### config.mk
export PLATFORM = sky130hd
export DESIGN_NAME = instr_encoder_flat
export DESIGN_NICKNAME = d
export VERILOG_FILES = /design/src/rtl/instr_encoder_if.sv /design/src/rtl/instr_encoder.sv /design/src/flat_wrapper.sv
export SDC_FILE = /design/constraint.sdc
export NUM_CORES = 1
export LEC_CHECK = 0
export CAP_MARGIN = 20
export CORE_ASPECT_RATIO = 1.5
export CORE_MARGIN = 5
export CORE_UTILIZATION = 40
export CTS_BUF_LIST = sky130_fd_sc_hd__clkbuf_4
export DETAILED_ROUTE_END_ITERATION = 12
export PLACE_DENSITY = 0.72
export SYNTH_ARGS = -nofsm -noshare
export SYNTH_HDL_FRONTEND = slang
export SYNTH_SLANG_ARGS = --single-unit
### constraint.sdc
create_clock -name clk -period 6.3 [get_ports clk]
set_input_delay 1.26 -clock clk [delete_from_list [all_inputs] [get_ports clk]]
set_output_delay 1.26 -clock clk [all_outputs]
set_load 0.1 [all_outputs]
### src/rtl/instr_encoder_if.sv
// Bundle handshake and instruction-memory write bus for instr_encoder.
// slave is the encoder's view; master is the producer/memory side.
interface instr_encoder_if;
    logic        in_valid;
    logic        in_ready;
    logic [1:0]  ins_type;
    logic [3:0]  cond;
    logic [3:0]  opcode;
    logic [3:0]  rn;
    logic [3:0]  rd;
    logic [3:0]  rm;
    logic        imm_flag;
    logic        set_flags;
    logic [4:0]  ldst_signals;
    logic [23:0] immediate;
    logic        last_instr;
    logic        mem_write_en;
    logic [31:0] mem_address;
    logic [31:0] mem_data;
    logic        mem_ready;

    modport slave (
        input  in_valid, ins_type, cond, opcode, rn, rd, rm, imm_flag, set_flags,
               ldst_signals, immediate, last_instr, mem_ready,
        output in_ready, mem_write_en, mem_address, mem_data
    );

    modport master (
        output in_valid, ins_type, cond, opcode, rn, rd, rm, imm_flag, set_flags,
               ldst_signals, immediate, last_instr, mem_ready,
        input  in_ready, mem_write_en, mem_address, mem_data
    );
endinterface

### src/rtl/instr_encoder.sv
// Packs instruction field bundles into 32-bit words and writes them to instruction memory.
// Optional bundle legality checking is enabled with the ENCODER_CHECK_EN macro.
//
// state  | meaning
// IDLE   | waiting for start after reset
// ACCEPT | in_ready high, waiting for a field bundle
// WRITE  | holding the encoded word on the memory bus until mem_ready
// DONE   | session finished, waiting for a new start
module instr_encoder (
    input  logic            clk,
    input  logic            rst_n,
    input  logic            start,
    instr_encoder_if.slave  bus,
    output logic [15:0]     word_count,
    output logic            done,
    output logic            error
);
    typedef enum logic [1:0] {
        IDLE   = 2'd0,
        ACCEPT = 2'd1,
        WRITE  = 2'd2,
        DONE   = 2'd3
    } state_t;

    state_t      state;
    state_t      state_next;
    logic [31:0] mem_address_q;
    logic [31:0] mem_data_q;
    logic        last_q;
    logic [11:0] operand12;
    logic [31:0] enc_word;
    logic        bundle_bad;

    always_comb begin
        operand12 = {8'b0, bus.rm};
        enc_word  = '0;
        case (bus.ins_type)
            2'b00: begin
                if (bus.imm_flag) operand12 = {4'b0, bus.immediate[7:0]};
                enc_word = {bus.cond, 2'b00, bus.imm_flag, bus.opcode, bus.set_flags,
                            bus.rn, bus.rd, operand12};
            end
            2'b01: begin
                if (bus.imm_flag) operand12 = bus.immediate[11:0];
                enc_word = {bus.cond, 2'b01, bus.imm_flag, bus.ldst_signals,
                            bus.rn, bus.rd, operand12};
            end
            2'b10:   enc_word = {bus.cond, 2'b10, 2'b00, bus.immediate};
            default: enc_word = {bus.cond, 2'b11, 26'b0};
        endcase
    end

`ifdef ENCODER_CHECK_EN
    logic error_q;

    // Immediates that would lose bits when packed, and the undefined type, are rejected.
    assign bundle_bad = (bus.ins_type == 2'b11)
                     || (bus.imm_flag && (bus.ins_type == 2'b00) && (|bus.immediate[23:8]))
                     || (bus.imm_flag && (bus.ins_type == 2'b01) && (|bus.immediate[23:12]));
    assign error = error_q;

    always_ff @(posedge clk or negedge rst_n) begin
        if (!rst_n) begin
            error_q <= 1'b0;
        end else if ((state == IDLE || state == DONE) && start) begin
            error_q <= 1'b0;
        end else if (state == ACCEPT && bus.in_valid && bundle_bad) begin
            error_q <= 1'b1;
        end
    end
`else
    assign bundle_bad = 1'b0;
    assign error      = 1'b0;
`endif

    always_ff @(posedge clk or negedge rst_n) begin
        if (!rst_n) state <= IDLE;
        else        state <= state_next;
    end

    always_comb begin
        state_next = state;
        case (state)
            IDLE:   if (start) state_next = ACCEPT;
            ACCEPT: begin
                if (bus.in_valid) begin
                    if (bundle_bad) state_next = bus.last_instr ? DONE : ACCEPT;
                    else            state_next = WRITE;
                end
            end
            WRITE:  if (bus.mem_ready) state_next = last_q ? DONE : ACCEPT;
            DONE:   if (start) state_next = ACCEPT;
            default: state_next = IDLE;
        endcase
    end

    always_ff @(posedge clk or negedge rst_n) begin
        if (!rst_n) begin
            mem_address_q <= '0;
            mem_data_q    <= '0;
            word_count    <= '0;
            last_q        <= 1'b0;
        end else begin
            case (state)
                IDLE, DONE: begin
                    if (start) begin
                        mem_address_q <= '0;
                        word_count    <= '0;
                    end
                end
                ACCEPT: begin
                    if (bus.in_valid && !bundle_bad) begin
                        mem_data_q <= enc_word;
                        last_q     <= bus.last_instr;
                    end
                end
                WRITE: begin
                    if (bus.mem_ready) begin
                        // Address wraps naturally at 32 bits; the count saturates.
                        mem_address_q <= mem_address_q + 32'd4;
                        if (word_count != 16'hFFFF) word_count <= word_count + 16'd1;
                    end
                end
                default: ;
            endcase
        end
    end

    assign bus.in_ready     = (state == ACCEPT);
    assign bus.mem_write_en = (state == WRITE);
    assign bus.mem_address  = mem_address_q;
    assign bus.mem_data     = mem_data_q;
    assign done             = (state == DONE);
endmodule

### src/flat_wrapper.sv
// flat-port wrapper written by rule: the top's interface ports become plain ports
module instr_encoder_flat 
  (clk, rst_n, start, word_count, done, error, bus_in_valid, bus_ins_type, bus_cond, bus_opcode, bus_rn, bus_rd, bus_rm, bus_imm_flag, bus_set_flags, bus_ldst_signals, bus_immediate, bus_last_instr, bus_mem_ready, bus_in_ready, bus_mem_write_en, bus_mem_address, bus_mem_data);
  instr_encoder_if bus_i ();
  input  logic clk;
  input  logic rst_n;
  input  logic start;
  output logic [15:0] word_count;
  output logic done;
  output logic error;
  input wire logic [$bits(bus_i.in_valid)-1:0] bus_in_valid;
  input wire logic [$bits(bus_i.ins_type)-1:0] bus_ins_type;
  input wire logic [$bits(bus_i.cond)-1:0] bus_cond;
  input wire logic [$bits(bus_i.opcode)-1:0] bus_opcode;
  input wire logic [$bits(bus_i.rn)-1:0] bus_rn;
  input wire logic [$bits(bus_i.rd)-1:0] bus_rd;
  input wire logic [$bits(bus_i.rm)-1:0] bus_rm;
  input wire logic [$bits(bus_i.imm_flag)-1:0] bus_imm_flag;
  input wire logic [$bits(bus_i.set_flags)-1:0] bus_set_flags;
  input wire logic [$bits(bus_i.ldst_signals)-1:0] bus_ldst_signals;
  input wire logic [$bits(bus_i.immediate)-1:0] bus_immediate;
  input wire logic [$bits(bus_i.last_instr)-1:0] bus_last_instr;
  input wire logic [$bits(bus_i.mem_ready)-1:0] bus_mem_ready;
  output wire logic [$bits(bus_i.in_ready)-1:0] bus_in_ready;
  output wire logic [$bits(bus_i.mem_write_en)-1:0] bus_mem_write_en;
  output wire logic [$bits(bus_i.mem_address)-1:0] bus_mem_address;
  output wire logic [$bits(bus_i.mem_data)-1:0] bus_mem_data;
  assign bus_i.in_valid = bus_in_valid;
  assign bus_i.ins_type = bus_ins_type;
  assign bus_i.cond = bus_cond;
  assign bus_i.opcode = bus_opcode;
  assign bus_i.rn = bus_rn;
  assign bus_i.rd = bus_rd;
  assign bus_i.rm = bus_rm;
  assign bus_i.imm_flag = bus_imm_flag;
  assign bus_i.set_flags = bus_set_flags;
  assign bus_i.ldst_signals = bus_ldst_signals;
  assign bus_i.immediate = bus_immediate;
  assign bus_i.last_instr = bus_last_instr;
  assign bus_i.mem_ready = bus_mem_ready;
  assign bus_in_ready = bus_i.in_ready;
  assign bus_mem_write_en = bus_i.mem_write_en;
  assign bus_mem_address = bus_i.mem_address;
  assign bus_mem_data = bus_i.mem_data;
  instr_encoder u_core (.clk(clk), .rst_n(rst_n), .start(start), .bus(bus_i), .word_count(word_count), .done(done), .error(error));
endmodule
After elaboration in Yosys (flattened, before gate mapping)

Cells that the tools add are included.

Bits of input ports: 59
Output and inout bits: 84
Logic and storage cells: 40
Register bits: 83
Memories kept: 0
Latch bits: 0
ROM bits: 0
RAM bits: 0

Bitwise logic cells: 0
Div/mod/pow operators: 0
Reduce and logical (&&, ||, !) cells: 8
Add/sub/neg operators: 2
Eq/ne operators: 10
Shift operators: 0
Order comparisons: 0
Muxes and demuxes: 15
Multipliers: 0

Operators by type and width:

| cell                                                                     | number |
|---|---|
| 28-bit one-hot mux with 3 select lines                                   | 1 |
| 32-bit 2-to-1 mux                                                        | 2 |
| 32-bit one-hot mux with 2 select lines                                   | 1 |
| 16-bit 2-to-1 mux                                                        | 3 |
| 32-bit by 3-bit adder with 32-bit output (second input constant)         | 1 |
| 16-bit one-hot mux with 2 select lines                                   | 1 |
| 16-bit by 1-bit adder with 16-bit output (second input constant)         | 1 |
| 16-bit inequality test (second input constant)                           | 1 |
| 12-bit 2-to-1 mux                                                        | 1 |
| 2-bit 2-to-1 mux                                                         | 4 |
| 8-bit 2-to-1 mux                                                         | 1 |
| 2-bit == test (second input constant)                                    | 3 |
| 2-bit one-hot mux with 3 select lines                                    | 1 |
| 3-bit AND reduction                                                      | 2 |
| 2-bit by 1-bit == test with 1-bit output (second input constant)         | 2 |
| 2-bit zero test                                                          | 2 |
| 2-bit by 1-bit inequality test with 1-bit output (second input constant) | 2 |
| 2-bit inequality test (second input constant)                            | 2 |
| 4-bit AND reduction                                                      | 1 |
| 2-bit AND reduction                                                      | 1 |
| 2-bit nonzero test                                                       | 1 |
| 2-bit OR reduction                                                       | 1 |

Logic depth before layout (Yosys ltp)

Depth in word-level cells: 4
Depth in mapped cells: 9

Worst setup path before layout

No wires, ideal clock.

Path type: input -> register
From: in start
To: reg u_core.mem_address_q[28] (netlist: u_core.bus.mem_address[28])
Path slack: 3449 ps
Cell stages on the path: 6
Arrival: 2773 ps
Setup time: 78 ps
Path through: nor2b_1 > or3_1 > buf_2 > or4_4 > or3_1 > a21oi_1

Cells in the longest elaborated chain, start to end: 2

Ends and longest elaborated chain:

| item                                                       | RTL line             | text |
|---|---|---|
| start: declaration                                         | flat_wrapper.sv:7    | `input logic start;` |
| 2-bit by 1-bit inequality test with 1-bit output (no line) | n/a                  |  |
| 3-bit AND reduction (no line)                              | n/a                  |  |
| end signal: assignment                                     | instr_encoder.sv:120 | `mem_address_q <= mem_address_q + 32'd4;` |
| end: declaration                                           | instr_encoder.sv:27  | `logic [31:0] mem_address_q;` |

Every way passes these cells.
A chain may end at the register's enable or synchronous reset.

Worst setup path after layout

From: reg u_core.state[1]
To: out bus_in_ready

Cells in the longest elaborated chain, start to end: 1

Ends and longest elaborated chain:

| item                                     | RTL line             | text |
|---|---|---|
| start: declaration                       | instr_encoder.sv:25  | `state_t state;` |
| start signal: assignment                 | instr_encoder.sv:78  | `else state <= state_next;` |
| 2-bit by 1-bit == test with 1-bit output | instr_encoder.sv:129 | `assign bus.in_ready = (state == ACCEPT);` |
| end: declaration                         | flat_wrapper.sv:24   | `output wire logic [$bits(bus_i.in_ready)-1:0] bus_in_ready;` |

Every way passes these cells.

==> metrics list <==
- Worst setup path category: flop to primary output
- Total clock buffers created by CTS: 9
- The clock passes through at most 2 buffers.
- Cell count after synthesis: 474
- Setup violators final: 0
- The netlist uses 42 different library cells.
- Dividing the final minimum period by the clock period gives 57.7%.
* Drt total wl: 11700 um
- Initial DRT Pass Iterations: 4
- Final period demand of the worst path: 3630 ps
* Post-synthesis instance area: 4120 um^2
- P_leak: 0.00242 uW
* Wire length of the first global-routing pass: 19300 um
- Across the run, the number of max-cap violations was 0.
- Path type of the worst min-delay path: flop to flop
* Post-CTS resize count: 0
- Via count of the first global-routing pass: 3962
- Maximum fanout along the worst path: 6
* Core area: 10100 um^2
- Async S/R FF share, synth: 100%
- # IOs: 143
- Net total in the final layout: 668
- Total number of vias: 3975
- Layout overhead on the synthesized area: 38.8%
* Status: completed
- Number of warning messages in the yosys log: 0
- Worst path arrival time: 2370 ps
- Most used flip-flop cell after synthesis: sky130_fd_sc_hd__dfrtp_1
* Standard-cell row count: 45
- Number of enable flip-flop cells after synthesis: 0
- The worst-case IR drop observed on VDD is 0.368 mV.
* Avg Synthesized Cell Area: 8.70 um^2
- Counting tap cells, the placed design contains a total of 709 instances.
* Vias per cell: 5.48
- Fraction of the yosys area taken by sequential cells: 49.2%
- The synthesized design contains 81 register bits.
- Once the floorplan was initialized, standard cells occupied 40.7% of the core.
* Clock tree sinks: 81
- Entering global routing, the biggest net connects 82 pins.
* Horizontal die dimension: 92.9 um
* Aggregate global routing overflow: 0
* Setup bufs post-CTS: 0
- Remaining routing DRC violations: 0
* HPWL after detailed placement: 8540 um
- Fill cells in the final layout number 927.
- Of the cells placed in the final design, the portion with a size suffix greater than 1 is 4.77%.
- From bottom edge to top edge, the die measures 134 um.
- The number of antenna violations at the first check in global routing came to 1.
- Number of antenna-violating nets in the routed design: 0
- Actual slew at the worst max-slew pin: 1050 ps
- Excluding fillers, the count of instances in the completed layout stands at 726.
- First DRT Iteration DRCs: 160
* Slew Limit Fails: 0
- Dividing total power by cell area gives a power density of 459 nW/um^2.
- The worst setup path is launched from a flop.
* Worst path required time: 5040 ps
- Worst slew margin: 30.1%
- In the final timing run, aggregate negative setup slack is 0 ps.
- Clk Tree Root Cell: sky130_fd_sc_hd__clkbuf_4
* Setup crit end kind: primary output
* Clock tree from TritonCTS: built
* Final hold violations: 0
- Clock-pin slew was measured on the worst setup and hold paths at 120 ps.
- The clock tree synthesis step divided the H-tree into 3 levels.
- Post-CTS Hold Buffers: 0
- Timing would allow up to 275 MHz.
- All-Layer GR Usage: 19.4%
- Final worst clock skew: 11.6 ps
- Buffers on Ports: 139
- In the final routed layout, each cell accounts on average for 16.1 um.
- Unrepaired setup endpoints after global routing: false
- Placer Congestion: 0.816
- The floorplan step defined a die boundary enclosing 12500 um^2.
- Later-pin clock latency in the skew report: 440 ps
-- report_power, final --
| part | total [uW] | switching (uW) | internal [uW] |
|---|---|---|---|
| combinational | 1660 | 1300 | 364 |
| sequential | 708 | 72.2 | 636 |
| clock | 261 | 176 | 85.5 |
-- layer usage --
layer | global-route usage, % | vias to the layer above | part of all wire, %
met5 | 0 | - | 0
met4 | 10.1 | 0 | 3.4
met3 | 2.92 | 24 | 4.0
met2 | 34.1 | 107 | 54
met1 | 22.6 | 1925 | 39
li1 | - | 1919 | -
-- worst paths after layout --
check	end	slack (ps)	from	depth (start not counted)
max	bus_in_ready	2670	u_core.state[1]	3
min	u_core.bus.mem_data[5]	490	u_core.bus.mem_data[5]	2
max reg2reg	u_core.bus.mem_address[28]	3310	u_core.state[0]	8
min reg2reg	u_core.bus.mem_data[5]	490	u_core.bus.mem_data[5]	2
max in group asynchronous	u_core.word_count[9]	5020	rst_n	2
min in group asynchronous	u_core.bus.mem_data[28]	680	rst_n	1
-- kinds of logic after synthesis --
| group | count (synthesis) | synth area share, % |
|---|---|---|
| multiplexers | 13 | 3.19 |
| other | 1 | 0.0910 |
| flip-flops | 81 | 49.2 |
| AO/OA/AOI/OAI | 72 | 10.7 |
| XOR/XNOR | 10 | 2.12 |
| AND/OR/NAND/NOR | 256 | 29.6 |
| buffers and inverters | 36 | 3.64 |
| adder cells (fa/ha/maj) | 5 | 1.52 |
-- sequential cells by signal, indices dropped and copies added, names as in the netlist --
signal	cells
u_core.bus.mem_data	32
u_core.last_q	1
u_core.word_count	16
u_core.state	2
u_core.bus.mem_address	30
-- synth_stat cells, types with 6 or more instances --
cell                       number  share of area, %
sky130_fd_sc_hd__a21oi_1       18               2.2
sky130_fd_sc_hd__mux2i_1       12               2.9
sky130_fd_sc_hd__nand2_1       90               8.2
sky130_fd_sc_hd__a221oi_1      12               2.5
sky130_fd_sc_hd__inv_1          7              0.64
sky130_fd_sc_hd__dfrtp_1       81                49
sky130_fd_sc_hd__clkbuf_1      19               1.7
sky130_fd_sc_hd__nor2_1        54               4.9
sky130_fd_sc_hd__nor3_1        10               1.2
sky130_fd_sc_hd__nand3_1       33               4.0
sky130_fd_sc_hd__nand4_1       15               2.3
sky130_fd_sc_hd__xor2_1         8               1.7
sky130_fd_sc_hd__or4_1          6               1.1
sky130_fd_sc_hd__and3_1         9               1.4
sky130_fd_sc_hd__or3_1          9               1.4
sky130_fd_sc_hd__o21ai_0       30               3.6
-- critical path, stage by stage, from the launching register on --
cell and delay (ps):
sky130_fd_sc_hd__dfrtp_1 430, sky130_fd_sc_hd__inv_1 90, sky130_fd_sc_hd__ha_1 250, sky130_fd_sc_hd__clkdlybuf4s50_1 1170
-- per-stage QoR --
step / instance area, um^2 / total power [uW] / util (%) / worst slack (ps) / hold slack, ps
detailed placement: 5590 / 2380 / 55.2 / 2530 / 465
global placement: 5590 / 2360 / 55.2 / 2590 / 451
CTS: 5690 / 2650 / 56.2 / 2630 / 492
global route: 5720 / 2760 / 56.5 / 2610 / 519
finish: 5720 / 2630 / 56.5 / 2670 / 490
floorplan: 4130 / 1950 / - / 3450 / 447
-- cell usage in the layout (no fill, tap or decap), types with 6 or more instances in the layout --
master,synthesis,routed
sky130_fd_sc_hd__or3_1,9,9
sky130_fd_sc_hd__nand2_1,90,90
sky130_fd_sc_hd__mux2i_1,12,12
sky130_fd_sc_hd__o21ai_0,30,30
sky130_fd_sc_hd__a21oi_1,18,18
sky130_fd_sc_hd__nand4_1,15,15
sky130_fd_sc_hd__nand3_1,33,33
sky130_fd_sc_hd__clkbuf_4,0,11
sky130_fd_sc_hd__and3_1,9,9
sky130_fd_sc_hd__xor2_1,8,8
sky130_fd_sc_hd__buf_4,3,6
sky130_fd_sc_hd__clkdlybuf4s50_1,0,138
sky130_fd_sc_hd__nor3_1,10,10
sky130_fd_sc_hd__or4_1,6,6
sky130_fd_sc_hd__a221oi_1,12,12
sky130_fd_sc_hd__nor2_1,54,54
sky130_fd_sc_hd__dfrtp_1,81,81
sky130_fd_sc_hd__inv_1,7,7
-- area by class of cell --
cell class	count	area, um^2	area share (%)
sequential	81	2030	35.4
multi-input combinational	359	1960	34.3
timing repair buffer	145	1450	25.4
tap	117	146	2.56
clock buffer	11	82.6	1.44
inverter	8	30.0	0.525
clock inverter	4	21.3	0.372
antenna	1	2.50	0.0437
Power figures use the tool's default switching activity.
